File: config.mk
export PLATFORM = sky130hd
export DESIGN_NAME = serial_tx_scheduler_flat
export DESIGN_NICKNAME = d
export VERILOG_FILES = /design/src/rtl/serial_tx_scheduler_if.sv /design/src/rtl/serial_tx_scheduler.sv /design/src/flat_wrapper.sv
export SDC_FILE = /design/constraint.sdc
export NUM_CORES = 1
export LEC_CHECK = 0
export CAP_MARGIN = 20
export CELL_PAD_IN_SITES_DETAIL_PLACEMENT = 0
export CELL_PAD_IN_SITES_GLOBAL_PLACEMENT = 1
export CORE_ASPECT_RATIO = 1.25
export CORE_MARGIN = 2
export CORE_UTILIZATION = 34
export CTS_CLUSTER_SIZE = 40
export DETAILED_ROUTE_END_ITERATION = 7
export GPL_TIMING_DRIVEN = 0
export PLACE_DENSITY_LB_ADDON = 0.08
export SYNTH_ARGS = -nofsm -noshare
export SYNTH_HDL_FRONTEND = slang
export SYNTH_SLANG_ARGS = --single-unit
File: constraint.sdc
create_clock -name clk_i -period 1.9 [get_ports clk_i]
set_clock_uncertainty 0.05 [all_clocks]
set_input_delay 0.19 -clock clk_i [delete_from_list [all_inputs] [get_ports clk_i]]
set_output_delay 0.19 -clock clk_i [all_outputs]
set_load 0.005 [all_outputs]
File: src/rtl/serial_tx_scheduler_if.sv
// rtl/serial_tx_scheduler_if.sv - requester and transmitter signals of the serial tx scheduler
interface serial_tx_scheduler_if #(
  parameter int N = 2
) ();
  logic [N-1:0]   req;
  logic [8*N-1:0] req_data;
  logic [N-1:0]   ack;
  logic [N-1:0]   done;
  logic [7:0]     tx_data;
  logic           tx_load;
  logic           tx_enable;
  logic           tx_sent;
  logic           busy;
  logic           timeout;

  modport master (
    output req, req_data, tx_sent,
    input  ack, done, tx_data, tx_load, tx_enable, busy, timeout
  );

  modport slave (
    input  req, req_data, tx_sent,
    output ack, done, tx_data, tx_load, tx_enable, busy, timeout
  );
endinterface

File: src/rtl/serial_tx_scheduler.sv
// rtl/serial_tx_scheduler.sv - round-robin scheduler sharing one serial transmitter between N requesters
// Optional WAIT-state watchdog enabled by defining TX_TIMEOUT_EN.
module serial_tx_scheduler #(
  parameter int N              = 2,
  parameter int LOAD_CYCLES    = 512,
  parameter int GAP_CYCLES     = 256,
  parameter int TIMEOUT_CYCLES = 8192
) (
  input  logic                  clk_i,
  input  logic                  reset_i,
  serial_tx_scheduler_if.slave  bus
);
  localparam int PW    = (N > 1) ? $clog2(N) : 1;
  localparam int MAXLG = (LOAD_CYCLES > GAP_CYCLES) ? LOAD_CYCLES : GAP_CYCLES;
  localparam int MAXC  = (MAXLG > TIMEOUT_CYCLES) ? MAXLG : TIMEOUT_CYCLES;
  localparam int CW    = (MAXC + 1 <= 2) ? 1 : $clog2(MAXC + 1);
  localparam int GAPLD = (GAP_CYCLES > 0) ? GAP_CYCLES - 1 : 0;

  typedef enum logic [1:0] {IDLE, LOAD, WAIT, GAP} state_t;

  state_t          state_q, state_d;
  logic [CW-1:0]   cnt_q, cnt_d;
  logic [PW-1:0]   ptr_q, ptr_d;
  logic [PW-1:0]   g_q, g_d;
  logic [7:0]      tx_data_q, tx_data_d;
  logic [N-1:0]    ack_q, ack_d;
  logic [N-1:0]    done_q, done_d;
  logic            tx_load_q, tx_load_d;
  logic            tx_enable_q, tx_enable_d;
  logic            busy_q, busy_d;
  logic            timeout_q, timeout_d;
  logic            tx_sent_q;
  logic            sent_edge;
  logic            any_req;
  logic [PW-1:0]   win;
  logic [PW-1:0]   next_g;

  assign sent_edge = bus.tx_sent & ~tx_sent_q;
  assign next_g    = (int'(g_q) == N - 1) ? '0 : g_q + 1'b1;

  // Walk from the highest offset down so the candidate closest to ptr wins.
  always_comb begin
    any_req = 1'b0;
    win     = '0;
    for (int k = N - 1; k >= 0; k--) begin
      int idx;
      idx = int'(ptr_q) + k;
      if (idx >= N) idx = idx - N;
      if (bus.req[idx]) begin
        any_req = 1'b1;
        win     = PW'(idx);
      end
    end
  end

  always_comb begin
    state_d     = state_q;
    cnt_d       = cnt_q;
    ptr_d       = ptr_q;
    g_d         = g_q;
    tx_data_d   = tx_data_q;
    ack_d       = '0;
    done_d      = '0;
    tx_load_d   = 1'b0;
    tx_enable_d = 1'b0;
    timeout_d   = 1'b0;
    case (state_q)
      IDLE: begin
        if (any_req) begin
          state_d     = LOAD;
          g_d         = win;
          tx_data_d   = bus.req_data[int'(win)*8 +: 8];
          ack_d[win]  = 1'b1;
          cnt_d       = CW'(LOAD_CYCLES - 1);
          tx_load_d   = 1'b1;
          tx_enable_d = 1'b1;
        end else begin
          tx_data_d = '0;
        end
      end
      LOAD: begin
        tx_enable_d = 1'b1;
        if (cnt_q == '0) begin
          state_d = WAIT;
        end else begin
          tx_load_d = 1'b1;
          cnt_d     = cnt_q - 1'b1;
        end
      end
      WAIT: begin
        tx_enable_d = 1'b1;
        if (sent_edge) begin
          tx_enable_d = 1'b0;
          done_d[g_q] = 1'b1;
          ptr_d       = next_g;
          state_d     = (GAP_CYCLES == 0) ? IDLE : GAP;
          cnt_d       = CW'(GAPLD);
        end
`ifdef TX_TIMEOUT_EN
        // cnt arrives here at zero from LOAD and counts elapsed WAIT cycles.
        else if (cnt_q == CW'(TIMEOUT_CYCLES - 1)) begin
          tx_enable_d = 1'b0;
          timeout_d   = 1'b1;
          ptr_d       = next_g;
          state_d     = (GAP_CYCLES == 0) ? IDLE : GAP;
          cnt_d       = CW'(GAPLD);
        end else begin
          cnt_d = cnt_q + 1'b1;
        end
`endif
      end
      GAP: begin
        tx_data_d = '0;
        if (cnt_q == '0) state_d = IDLE;
        else             cnt_d   = cnt_q - 1'b1;
      end
      default: state_d = IDLE;
    endcase
    busy_d = (state_d != IDLE);
  end

  always_ff @(posedge clk_i) begin
    if (reset_i) begin
      state_q     <= IDLE;
      cnt_q       <= '0;
      ptr_q       <= '0;
      g_q         <= '0;
      tx_data_q   <= '0;
      ack_q       <= '0;
      done_q      <= '0;
      tx_load_q   <= 1'b0;
      tx_enable_q <= 1'b0;
      busy_q      <= 1'b0;
      timeout_q   <= 1'b0;
      tx_sent_q   <= 1'b0;
    end else begin
      state_q     <= state_d;
      cnt_q       <= cnt_d;
      ptr_q       <= ptr_d;
      g_q         <= g_d;
      tx_data_q   <= tx_data_d;
      ack_q       <= ack_d;
      done_q      <= done_d;
      tx_load_q   <= tx_load_d;
      tx_enable_q <= tx_enable_d;
      busy_q      <= busy_d;
      timeout_q   <= timeout_d;
      tx_sent_q   <= bus.tx_sent;
    end
  end

  assign bus.ack       = ack_q;
  assign bus.done      = done_q;
  assign bus.tx_data   = tx_data_q;
  assign bus.tx_load   = tx_load_q;
  assign bus.tx_enable = tx_enable_q;
  assign bus.busy      = busy_q;
  assign bus.timeout   = timeout_q;
endmodule

File: src/flat_wrapper.sv
// flat-port wrapper written by rule: the top's interface ports become plain ports
module serial_tx_scheduler_flat 
#(
  parameter int N              = 2,
  parameter int LOAD_CYCLES    = 512,
  parameter int GAP_CYCLES     = 256,
  parameter int TIMEOUT_CYCLES = 8192
)
  (clk_i, reset_i, bus_req, bus_req_data, bus_tx_sent, bus_ack, bus_done, bus_tx_data, bus_tx_load, bus_tx_enable, bus_busy, bus_timeout);
  serial_tx_scheduler_if #(.N(N)) bus_i ();
  input  logic clk_i;
  input  logic reset_i;
  input wire logic [$bits(bus_i.req)-1:0] bus_req;
  input wire logic [$bits(bus_i.req_data)-1:0] bus_req_data;
  input wire logic [$bits(bus_i.tx_sent)-1:0] bus_tx_sent;
  output wire logic [$bits(bus_i.ack)-1:0] bus_ack;
  output wire logic [$bits(bus_i.done)-1:0] bus_done;
  output wire logic [$bits(bus_i.tx_data)-1:0] bus_tx_data;
  output wire logic [$bits(bus_i.tx_load)-1:0] bus_tx_load;
  output wire logic [$bits(bus_i.tx_enable)-1:0] bus_tx_enable;
  output wire logic [$bits(bus_i.busy)-1:0] bus_busy;
  output wire logic [$bits(bus_i.timeout)-1:0] bus_timeout;
  assign bus_i.req = bus_req;
  assign bus_i.req_data = bus_req_data;
  assign bus_i.tx_sent = bus_tx_sent;
  assign bus_ack = bus_i.ack;
  assign bus_done = bus_i.done;
  assign bus_tx_data = bus_i.tx_data;
  assign bus_tx_load = bus_i.tx_load;
  assign bus_tx_enable = bus_i.tx_enable;
  assign bus_busy = bus_i.busy;
  assign bus_timeout = bus_i.timeout;
  serial_tx_scheduler #(.N(N), .LOAD_CYCLES(LOAD_CYCLES), .GAP_CYCLES(GAP_CYCLES), .TIMEOUT_CYCLES(TIMEOUT_CYCLES)) u_core (.clk_i(clk_i), .reset_i(reset_i), .bus(bus_i));
endmodule
==> impl_summary.txt <==
----------------------------------------------------
[Global routing]
  Overflow left after global routing ... 0
  Via count of the first global-routing pass ... 1692
  Wire length of the first global-routing pass ... 7.58 mm
  Pin count of the biggest net entering global routing ... 13
  Overall fraction of global-route tracks in use ... 16.9%
  Antenna violations before repair ... 0

[Placement]
  Total half-perimeter wirelength after legalization and detailed placement ... 3.11 mm
  PortBufs ... 35
  Global placer's final weighted congestion ... 0.747
  Cell area after placement ... 2220 um2

[Logic synthesis]
  Synthesized netlist net count ... 229
  Sequential area share after synthesis ... 38.2%
  Prevailing post-synth register cell ... sky130_fd_sc_hd__dfxtp_1
  Async SR Flop Fraction ... 0%
  Biggest area contributors in the synthesized netlist ... sky130_fd_sc_hd__dfxtp_1 38%, sky130_fd_sc_hd__nor2_1 6.9%, sky130_fd_sc_hd__ha_1 4.9%
  Ys Warns ... 0
  Cell taking the most area after synthesis ... sky130_fd_sc_hd__dfxtp_1
  Number of different library cells in the post-synthesis netlist ... 44
  Most frequently used cell type in the post-synthesis netlist ... sky130_fd_sc_hd__dfxtp_1
  Cells after Synth ... 201
  Area fraction of the dominant cell type after synthesis ... 38.2%
  Average cell area after synthesis ... 8.87 um2
  Post-synth EDFFs ... 0
  Synth Register Bits ... 34
  Netlist area before placement ... 1780 um2
  Leading cell types by count after synthesis ... 34 x sky130_fd_sc_hd__dfxtp_1, 33 x sky130_fd_sc_hd__nor2_1, 11 x sky130_fd_sc_hd__a21oi_1

[Timing]
  RSZ-0062 raised after global routing ... yes
  Final hold violations ... 0
  Highest attainable clock frequency ... 535 MHz
  Measured slew at the worst slew-check pin ... 0.551 ns
  Number of slew-limit violations in the final report ... 0
  Final worst path period share ... 98.3%
  Count of endpoints failing setup in the final report ... 0
  Rel. slew slack ... 63.3%
  Shortest period the worst path allows ... 1.87 ns

[Power]
  Relative contribution of the clock network to total power ... 33.5%
  Cell-internal power ... 0.00170 W
  Fraction of power consumed by sequential logic ... 35.4%
  Combinational power share ... 31.1%
  Switch share ... 29.8%
  Worst supply voltage drop on vdd ... 0.471 mV
  Switching power of the nets ... 0.000720 W
  PwrDens ... 888 nW/um2
  Leakage power summed over all cells ... 1.03 nW

[Detailed routing]
  Routed wire length ... 4.58 mm
  Average vias per placed instance ... 4.96
  Antenna-violating nets left ... 0
  Residual DRC ... 0
  Vias ... 1613
  DR WL/cell ... 14.1 um
  Initial detailed-routing violation count ... 57
  First-pass DRT Iterations ... 4

[Setup path]
  Critical path class ... flop to flop
  Data required time at the worst endpoint ... 2.03 ns
  Worst setup path endpoint ... u_core.cnt_q[11]
  Critical Path Sink Type ... flop
  Largest fanout of any net on the critical path ... 3
  Kind of start point of the critical path ... flop
  Reg-to-Reg End ... u_core.cnt_q[11]
  Arrival @ worst endpoint ... 2.00 ns
  Source of the critical timing path ... u_core.cnt_q[0]
  Length in cells of the worst reg-to-reg path ... 5
  Worst R2R Start ... u_core.cnt_q[0]
  Flop-to-flop setup slack ... 0.03 ns

[Outcome]
  Status ... complete, no violations

[Layout]
  Number of fill cells in the layout ... 486
  # diodes ... 0
  Multi-input gate area in the final layout ... 1210 um2
  Layout overhead on the synthesized area ... 52.8%
  Final Util ... 53.6%
  Share of cells above drive strength 1 ... 30.4%
  Number of nets in the layout ... 290
  Area occupied by registers ... 693 um2
  Area of all placed cells without fillers ... 2720 um2

[Floorplan]
  Total die area ... 5840 um2
  Effective utilization at floorplan ... 35.1%
  Die height ... 85.0 um
  Die width ... 68.8 um
  Top-level I/O count ... 37
  Number of placement rows ... 29
  Placeable Area ... 5080 um2

[Clock network]
  Hold-fix buffers at CTS ... 0
  Depth of the CTS H-tree ... 2
  Clock latency reported for the late side of the worst-skew pair ... 0.29 ns
  Clock sink count ... 34
  Clock-pin slew on the worst setup and hold paths ... 0.07 ns
  Maximum buffer depth of the clock tree ... 2
  Number of clock buffers inserted by TritonCTS ... 5
  Clock tree from TritonCTS ... done
  Cell at the root of the clock tree ... sky130_fd_sc_hd__clkbuf_8

[Flow run]
  Max-capacitance violation count ... 0

[Worst hold path]
  Type of the tightest min-delay check ... flop to flop

----------------------------------------------------
-- power groups by stage --
stage	logic [W]	registers, W	clock network [W]
6_report	0.000752	0.000857	0.000812
5_1_grt	0.000821	0.000869	0.000852
3_5_place_dp	0.000565	0.000858	0
2_1_floorplan	0.000380	0.000850	0
3_3_place_gp	0.000565	0.000860	0
4_1_cts	0.000644	0.000845	0.000835
-- cell families (layout without fill, tap and decap cells) --
logic type / after synthesis / in the layout / synth area share [%]
AOI/OAI and AO/OA: 49 / 49 / 20.1
xor gates and xnor gates: 5 / 5 / 2.46
adders and majority gates: 7 / 7 / 4.91
buffers and inverters: 19 / 81 / 5.33
DFF: 34 / 34 / 38.2
muxes: 8 / 8 / 4.49
other: 1 / 1 / 0.210
and+or+nand+nor: 78 / 78 / 24.3
-- cell usage in the layout (no fill, tap or decap), drive strengths merged, types with 2 or more instances in the layout --
cell type	instances
o2111ai	2
buf	26
nor4	6
nand4	3
a2bb2oi	8
nor2b	2
ha	7
nand2	9
bufinv	2
or4	2
nor3	8
nand2b	3
mux2i	8
xor2	5
a211oi	6
o21ai	13
nor2	33
inv	9
clkdlybuf4s50	35
dfxtp	34
or2	2
nor3b	5
a21oi	13
clkbuf	7
nand3b	2
-- critical path: stages (launching register included) --
cell	delay, ns
sky130_fd_sc_hd__dfxtp_2	0.34
sky130_fd_sc_hd__or4_4	0.57
sky130_fd_sc_hd__a2111oi_4	0.43
sky130_fd_sc_hd__nand3_1	0.15
sky130_fd_sc_hd__xor2_1	0.16
sky130_fd_sc_hd__nor2_1	0.06
-- repair_timing --
item / 4_1_cts / 5_1_grt
resized for setup: 16 / 36
endpoints found under the setup margin: 25 / 15
pin swaps: 7 / 15
cloned: 0 / 1
endpoints found under the hold margin: 0 / 0
setup buffers: 13 / 7
-- how the worst min path moves through the flow --
| stage | start | to | cells after the start |
|---|---|---|---|
| final | u_core.g_q | u_core.bus.done[0] | 1 |
| after global routing | u_core.cnt_q[5] | u_core.cnt_q[5] | 2 |
| after CTS | u_core.g_q | u_core.bus.done[0] | 1 |
| after detailed placement | u_core.g_q | u_core.bus.done[0] | 1 |
| after global placement | u_core.bus.tx_data[6] | u_core.bus.tx_data[6] | 2 |
| after floorplan | bus_tx_sent | u_core.tx_sent_q | 1 |
-- flip-flops by register name, summed over array words and instances, names as in the netlist --
register,count
u_core.bus.ack,2
u_core.ptr_q,1
u_core.tx_sent_q,1
u_core.bus.done,2
u_core.cnt_q,14
u_core.g_q,1
u_core.bus.tx_enable,1
u_core.bus.busy,1
u_core.bus.tx_data,8
u_core.state_q,2
u_core.bus.tx_load,1
-- per-stage QoR --
| step | hold WS, ns | std cells | worst slack (ns) | TNS (ns) | total power, W |
|---|---|---|---|---|---|
| after floorplan | 0.268 | 201 | 0.00328 | 0 | 0.00123 |
| after global placement | 0.417 | 298 | -0.457 | -8.09 | 0.00142 |
| after detailed placement | 0.419 | 298 | -0.458 | -7.92 | 0.00142 |
| after CTS | 0.425 | 318 | 0.00761 | 0 | 0.00232 |
| after global routing | 0.484 | 325 | -0.0466 | -0.260 | 0.00254 |
| final | 0.429 | 325 | 0.0319 | 0 | 0.00242 |
-- layer usage --
layer  part of all wire [%]  up-vias  GRT usage [%]  routed length [um]
met5                      0        -              0                   0
met4                    1.4        0           5.35                  64
met3                    4.7        6           4.51                 214
met2                     52       35           29.9                2410
met1                     41      739           19.2                1900
li1                       -      833              -                   -
-- final cells by class --
| class | instances | share of cell area, % |
|---|---|---|
| clock buffer | 5 | 2.53 |
| buffer | 7 | 1.70 |
| clock inverter | 3 | 2.53 |
| inverter | 10 | 1.52 |
| multi-input combinational | 148 | 44.5 |
| sequential | 34 | 25.4 |
| timing repair buffer | 56 | 19.0 |
| tap | 62 | 2.85 |
Note: power is estimated with default switching activity, not from simulation.
